`src/rtl/sim_mon_pkg.sv`:
```
// Shared types and default constants for the simulation exit monitor.
package sim_mon_pkg;

  typedef enum logic [1:0] {
    ST_NONE    = 2'd0,
    ST_PASS    = 2'd1,
    ST_FAIL    = 2'd2,
    ST_TIMEOUT = 2'd3
  } sim_status_e;

  typedef enum logic [1:0] {
    RUN   = 2'd0,
    DRAIN = 2'd1,
    DONE  = 2'd2
  } mon_state_e;

  localparam logic [63:0] DEF_PASS_CODE  = 64'h0000000444333222;
  localparam logic [63:0] DEF_FAIL_CODE  = 64'h0000002382348720;
  localparam logic [39:0] DEF_PRINT_ADDR = 40'h0090000000;

endpackage

```
`src/rtl/sim_mon_sync_fifo.sv`:
```
// Small synchronous first-word-fall-through FIFO with full/empty flags.
// A push on a full FIFO is accepted when a pop happens in the same cycle.
module sim_mon_sync_fifo #(
  parameter int unsigned WIDTH = 8,
  parameter int unsigned DEPTH = 16
) (
  input  logic             clk,
  input  logic             rst,
  input  logic             push,
  input  logic [WIDTH-1:0] din,
  input  logic             pop,
  output logic [WIDTH-1:0] dout,
  output logic             full,
  output logic             empty
);

  localparam int unsigned AW = $clog2(DEPTH);
  localparam logic [AW:0] FULL_CNT = (AW+1)'(DEPTH);

  logic [WIDTH-1:0] mem [DEPTH];
  logic [AW-1:0]    wr_ptr;
  logic [AW-1:0]    rd_ptr;
  logic [AW:0]      count;
  logic             wr_en;
  logic             rd_en;

  assign empty = (count == '0);
  assign full  = (count == FULL_CNT);
  assign rd_en = pop && !empty;
  assign wr_en = push && (!full || rd_en);
  assign dout  = empty ? '0 : mem[rd_ptr];

  // Storage array; contents are don't-care while the entry is not counted.
  always_ff @(posedge clk) begin
    if (wr_en) mem[wr_ptr] <= din;
  end

  // Pointer and occupancy tracking.
  always_ff @(posedge clk) begin
    if (rst) begin
      wr_ptr <= '0;
      rd_ptr <= '0;
      count  <= '0;
    end else begin
      if (wr_en) wr_ptr <= wr_ptr + AW'(1);
      if (rd_en) rd_ptr <= rd_ptr + AW'(1);
      case ({wr_en, rd_en})
        2'b10:   count <= count + (AW+1)'(1);
        2'b01:   count <= count - (AW+1)'(1);
        default: count <= count;
      endcase
    end
  end

endmodule

```
`src/rtl/sim_exit_monitor.sv`:
```
// Simulation-control monitor: magic-code detection, no-retire watchdog,
// console character extraction from AXI writes, and final status reporting.
module sim_exit_monitor
  import sim_mon_pkg::*;
#(
  parameter int unsigned       NUM_HARTS   = 2,
  parameter int unsigned       WB_PORTS    = 2,
  parameter int unsigned       ADDR_W      = 40,
  parameter int unsigned       DATA_W      = 128,
  parameter logic [ADDR_W-1:0] PRINT_ADDR  = ADDR_W'(DEF_PRINT_ADDR),
  parameter logic [63:0]       PASS_CODE   = DEF_PASS_CODE,
  parameter logic [63:0]       FAIL_CODE   = DEF_FAIL_CODE,
  parameter int unsigned       WDOG_CYCLES = 100000000,
  parameter int unsigned       CHAR_DEPTH  = 16,
  parameter int unsigned       OST_DEPTH   = 4
) (
  input  logic                    clk,
  input  logic                    rst,
  input  logic [NUM_HARTS-1:0]    retire,
  input  logic [WB_PORTS-1:0]     wb_vld,
  input  logic [WB_PORTS*64-1:0]  wb_data,
  input  logic                    awvalid,
  input  logic                    awready,
  input  logic [ADDR_W-1:0]       awaddr,
  input  logic [7:0]              awlen,
  input  logic                    wvalid,
  input  logic                    wready,
  input  logic                    wlast,
  input  logic [DATA_W/8-1:0]     wstrb,
  input  logic [DATA_W-1:0]       wdata,
  output logic [7:0]              char_data,
  output logic                    char_valid,
  input  logic                    char_ready,
  output logic                    sim_done,
  output logic [1:0]              sim_status,
  output logic [31:0]             cycle_cnt,
  output logic [NUM_HARTS*32-1:0] retire_cnt,
  output logic [15:0]             drop_cnt
);

  mon_state_e  state;
  sim_status_e status_q;
  logic        hit_pass, hit_fail, hit_pass_q, hit_fail_q;
  logic [31:0] idle_cnt;
  logic        any_retire, timeout;

  logic        aw_hs, aw_match, w_end;
  logic        ost_push, ost_pop, ost_dout, ost_full, ost_empty, ost_drop;
  logic        sel_bit;
  logic [7:0]  lane_byte;
  logic        lane_found;
  logic        char_push, char_full, char_empty, char_drop;
  logic [15:0] drop_inc;

  // Magic-code compare across all writeback ports.
  always_comb begin
    hit_pass = 1'b0;
    hit_fail = 1'b0;
    for (int unsigned p = 0; p < WB_PORTS; p++) begin
      if (wb_vld[p] && (wb_data[64*p +: 64] == PASS_CODE)) hit_pass = 1'b1;
      if (wb_vld[p] && (wb_data[64*p +: 64] == FAIL_CODE)) hit_fail = 1'b1;
    end
  end

  assign any_retire = |retire;
  assign timeout    = (state == RUN) && !any_retire && (idle_cnt == 32'(WDOG_CYCLES - 1));

  assign aw_hs    = awvalid && awready;
  assign aw_match = (awaddr == PRINT_ADDR) && (awlen == 8'd0);
  assign w_end    = wvalid && wready && wlast;

  // When the decision FIFO is empty, a W-last beat takes the decision of an
  // AW accepted in the same cycle directly, and that AW is not queued.
  assign ost_pop  = w_end && !ost_empty;
  assign ost_push = aw_hs && !(w_end && ost_empty);
  assign ost_drop = ost_push && ost_full && !ost_pop;
  assign sel_bit  = ost_empty ? (aw_hs && aw_match) : ost_dout;

  // Pick the byte at the lowest enabled strobe lane.
  always_comb begin
    lane_byte  = '0;
    lane_found = 1'b0;
    for (int unsigned k = 0; k < DATA_W/8; k++) begin
      if (wstrb[k] && !lane_found) begin
        lane_byte  = wdata[8*k +: 8];
        lane_found = 1'b1;
      end
    end
  end

  assign char_push  = w_end && sel_bit && lane_found && (state == RUN);
  assign char_drop  = char_push && char_full && !char_ready;
  assign drop_inc   = 16'(ost_drop) + 16'(char_drop);
  assign char_valid = !char_empty;
  assign sim_done   = (state == DONE);
  assign sim_status = status_q;

  sim_mon_sync_fifo #(.WIDTH(1), .DEPTH(OST_DEPTH)) u_ost_fifo (
    .clk   (clk),
    .rst   (rst),
    .push  (ost_push),
    .din   (aw_match),
    .pop   (ost_pop),
    .dout  (ost_dout),
    .full  (ost_full),
    .empty (ost_empty)
  );

  sim_mon_sync_fifo #(.WIDTH(8), .DEPTH(CHAR_DEPTH)) u_char_fifo (
    .clk   (clk),
    .rst   (rst),
    .push  (char_push),
    .din   (lane_byte),
    .pop   (char_ready),
    .dout  (char_data),
    .full  (char_full),
    .empty (char_empty)
  );

  // Hit registration, watchdog and RUN/DRAIN/DONE sequencing.
  always_ff @(posedge clk) begin
    if (rst) begin
      state      <= RUN;
      status_q   <= ST_NONE;
      hit_pass_q <= 1'b0;
      hit_fail_q <= 1'b0;
      idle_cnt   <= '0;
    end else begin
      hit_pass_q <= hit_pass;
      hit_fail_q <= hit_fail;
      if (any_retire)        idle_cnt <= '0;
      else if (state == RUN) idle_cnt <= idle_cnt + 32'd1;
      case (state)
        RUN: begin
          if (hit_fail_q) begin
            state    <= DRAIN;
            status_q <= ST_FAIL;
          end else if (hit_pass_q) begin
            state    <= DRAIN;
            status_q <= ST_PASS;
          end else if (timeout) begin
            state    <= DRAIN;
            status_q <= ST_TIMEOUT;
          end
        end
        DRAIN:   if (char_empty) state <= DONE;
        DONE:    state <= DONE;
        default: state <= RUN;
      endcase
    end
  end

  // Free-running cycle, per-hart retire and saturating drop counters.
  always_ff @(posedge clk) begin
    if (rst) begin
      cycle_cnt  <= '0;
      retire_cnt <= '0;
      drop_cnt   <= '0;
    end else begin
      cycle_cnt <= cycle_cnt + 32'd1;
      for (int unsigned h = 0; h < NUM_HARTS; h++) begin
        if (retire[h]) retire_cnt[32*h +: 32] <= retire_cnt[32*h +: 32] + 32'd1;
      end
      if (drop_cnt > (16'hFFFF - drop_inc)) drop_cnt <= '1;
      else                                  drop_cnt <= drop_cnt + drop_inc;
    end
  end

endmodule

```
`config.mk`:
```
export PLATFORM = sky130hd
export DESIGN_NAME = sim_exit_monitor
export DESIGN_NICKNAME = d
export VERILOG_FILES = /design/src/rtl/sim_mon_pkg.sv /design/src/rtl/sim_mon_sync_fifo.sv /design/src/rtl/sim_exit_monitor.sv
export SDC_FILE = /design/constraint.sdc
export NUM_CORES = 1
export LEC_CHECK = 0
export ABC_AREA = 1
export ABC_CLOCK_PERIOD_IN_PS = 7700
export BUFFER_PORTS_ARGS = -buffer_cell sky130_fd_sc_hd__buf_2
export CAP_MARGIN = 40
export CORE_MARGIN = 1
export CORE_UTILIZATION = 50
export DETAILED_ROUTE_END_ITERATION = 16
export GPL_TIMING_DRIVEN = 0
export PLACE_DENSITY = 0.87
export SLEW_MARGIN = 25
export SYNTH_ARGS = -nofsm -noshare
export SYNTH_HDL_FRONTEND = slang
export SYNTH_SLANG_ARGS = --single-unit
```
`constraint.sdc`:
```
create_clock -name clk -period 7.7 [get_ports clk]
set_input_delay 2.31 -clock clk [delete_from_list [all_inputs] [get_ports clk]]
set_output_delay 2.31 -clock clk [all_outputs]
set_load 0.02 [all_outputs]
```
==> qor.csv <==
stage,metric,value,unit
timing,worst rel slew slack,0.4515,
route,router iterations before antenna repair,6,
clocking,CTS Buf Count,30,
route,DRT antenna net count,0,
clocking,worst-case clock buffer depth,3,
die,Core Box Area,30590,µm²
grt,largest net degree at the start of global routing,17,
clocking,postcts setup bufs,0,
clocking,H-tree depth,1,
worst_setup_path,critical path required time,8.15,ns
layout,"most common cell after layout, fill and taps aside",buf_2,
layout,utilization after layout,0.6313,
route,Vias,15840,
layout,Register Area,7487,µm²
worst_setup_path,CP startpoint kind,input pin,
die,die width,178.2,µm
die,I/O pin cnt,456,
clocking,clock-pin slew on the worst setup and hold paths,0.06,ns
timing,final hold violation count,0,
layout,FILL cells,2595,
timing,final worst-path cycle share,0.6835,
worst_setup_path,CP endpoint kind,flip-flop,
clocking,Post-CTS Resized,0,
die,FP Rows,64,
clocking,CTS Hold Buffers Added,0,
worst_setup_path,peak fanout along the critical path,10,
timing,Tightest Pin Transition,0.8197,ns
synthesis,Synth Cell Area,15520,µm²
timing,clock skew after layout,0.02393,ns
grt,vias in the first global route,15120,
clocking,CTS root buf,clkbuf_16,
synthesis,Syn. warnings,0,
clocking,TritonCTS clock tree,built,
timing,Sum Neg Setup Slack,0,ns
power,pwr/cell area,209.8,nW/µm²
layout,Area Overhead vs Synth,24.41,%
hold_path,Worst Hold Class,reg -> reg,
layout,Final nets,2780,
place,GPL Wtd Cong,1.024,
clocking,worst-skew pair later-pin latency,0.55,ns
synthesis,Yosys reg bits,308,
layout,"commonest non-fill, non-tap cells in the layout","457 x buf_2, 290 x nand2_1, 283 x nor2_1, 236 x inv_1, 176 x dfxtp_1",
place,Post-DP HPWL,38460,µm
timing,Period minus WS final,5.263,ns
route,DRT Wirelength,50140,µm
layout,multi-input logic area,6920,µm²
worst_setup_path,CP Class,in -> reg,
worst_setup_path,internal reg-to-reg setup slack,3.73,ns
timing,RSZ-0062 raised after global routing,no,
die,Die ar.,31750,µm²
run_status,status,finished clean,
timing,Max Fclk,190.0,MHz
place,IO buf count,451,
grt,first-pass GRT wire length,76400,µm
synthesis,Post-Syn Instances,1932,
layout,share of cells above drive strength 1,0.2290,
power,static leakage,7.837,nW
grt,antenna violations before repair,5,
die,Die Y,178.2,µm
synthesis,average cell area after synthesis,8.034,µm²
worst_setup_path,Worst EP arrival,5.71,ns
grt,Congestion Overflow GR,0,
route,initial DRC count,1529,
power,VDD IR max,197.1,µV
synthesis,Syn Nets,2291,
timing,"Slew Viols, Final",0,
timing,Final Setup Violations,0,
synthesis,Synth cell types,55,
grt,total routing usage reported by global routing,0.3076,
die,Starting Density,0.5074,
route,wire per inst,17.63,µm
job,max-cap violations,0,
route,DRC violations left,0,
synthesis,sequential share of the synthesized area,0.4824,
clocking,CTS Sinks,308,
route,Via density,5.570,
-- registers in the layout (all words and copies together), names as in the netlist, named ones only --
name                count
hit_pass_q              1
u_char_fifo.mem       128
cycle_cnt              32
u_ost_fifo.count        3
u_ost_fifo.wr_ptr       2
u_char_fifo.count       5
hit_fail_q              1
drop_cnt               16
state                   2
u_ost_fifo.rd_ptr       2
u_ost_fifo.mem          4
retire_cnt             64
u_char_fifo.rd_ptr      4
sim_status              2
u_char_fifo.wr_ptr      4
idle_cnt               32
-- synthesized netlist by cell type, drive strengths merged --
cell type,instances,area (µm²)
a22oi,1,7.510
nor2,298,1199
buf,10,55.05
nor3b,11,82.58
nand4,52,376.6
a21oi,125,625.6
a31oi,6,37.54
o21ai,141,705.7
a21o,1,7.510
fa,3,60.06
o221ai,27,236.5
clkinv,1,3.750
o21bai,2,15.01
nor4,52,359.1
nand3,122,630.6
and3,11,68.82
clkbuf,37,138.9
nor3,81,435.4
xnor2,12,105.1
dfxtp,176,3523
or3,1,6.260
o22ai,6,37.54
a31o,1,8.760
mux2,1,11.26
nor4b,2,17.52
or4,3,22.52
nand3b,6,45.04
nand2,294,1129
a221oi,2,17.52
or2,4,25.03
xor2,19,166.4
ha,24,300.3
o21a,15,112.6
o2111ai,1,8.760
o31ai,1,7.510
inv,244,915.9
edfxtp,132,3964
a211oi,7,52.55
-- metal layers --
metal,up-vias,routed length [µm],share of wire,global-route usage
li1,7577,-,-,-
met1,7298,19720,0.39,0.3804
met2,829,23990,0.48,0.5352
met3,132,4651,0.093,0.05989
met4,4,1752,0.035,0.1028
met5,-,27,0.00054,0
-- stage by stage --
stage	instance area [µm²]	hold slack [ns]	power (mW)	setup slack [ns]	instances
global placement	18270	0.4254	2.565	2.016	2779
detailed placement	18280	0.4315	2.596	1.951	2780
global route	19310	0.4637	4.187	2.162	2843
floorplan	15520	0.4067	2.265	2.422	1932
finish	19310	0.4417	4.051	2.437	2844
CTS	19270	0.4425	4.046	2.507	2836
-- critical path, stage by stage --
cell     delay, ns
buf_2         0.10
inv_1         0.16
nand4_4       0.13
nor2_4        0.14
nand4_4       0.13
nor2_8        0.19
nand4_4       0.12
nor2_2        0.11
nand3_2       0.18
nand2_2       0.16
nor2_1        0.08
ha_1          0.21
ha_1          0.32
nand3_1       0.09
nand2_1       0.11
nand3_1       0.13
nor2_1        0.15
nand3_1       0.14
nor2_1        0.17
nand3_1       0.17
nor2_1        0.12
o21ai_0       0.08
o21ai_0       0.14
inv_1         0.06
-- path summary, 6_finish.rpt --
| check | start | to | depth (start not counted) |
|---|---|---|---|
| setup / recovery | wstrb[2] | drop_cnt[15]$_SDFF_PP0_ | 24 |
| hold / removal | hit_pass_q$_SDFF_PP0_ | sim_status[1]$_SDFFE_PP0P_ | 1 |
| setup reg to reg | u_char_fifo.count[0]$_SDFFE_PP0P_ | drop_cnt[15]$_SDFF_PP0_ | 20 |
| hold reg to reg | hit_pass_q$_SDFF_PP0_ | sim_status[1]$_SDFFE_PP0P_ | 1 |
-- layout make-up --
cell class	instances	share of cell area
flip-flops and latches	308	0.3877
multi-input cells	1332	0.3584
repair buffers	457	0.1190
inverters	245	0.04763
clock buffers	44	0.04536
well taps	396	0.02566
plain buffers	47	0.01004
clock inverters	12	0.005832
diodes	3	0.0003888
-- power by group --
part,internal [mW],leakage (nW),switching (mW)
clock,0.853,0.492,0.608
sequential,1.74,2.62,0.0267
combinational,0.264,4.73,0.558
total,2.86,7.84,1.19
-- kinds of logic after synthesis --
kind of cell	share of synthesized area
adders and majority gates	0.02322
muxes	0.0007255
and+or+nand+nor	0.2833
AOI/OAI and AO/OA	0.1212
DFF	0.4824
buffers and inverters	0.07174
xor gates and xnor gates	0.01749
(Power assumes the default switching activity.)
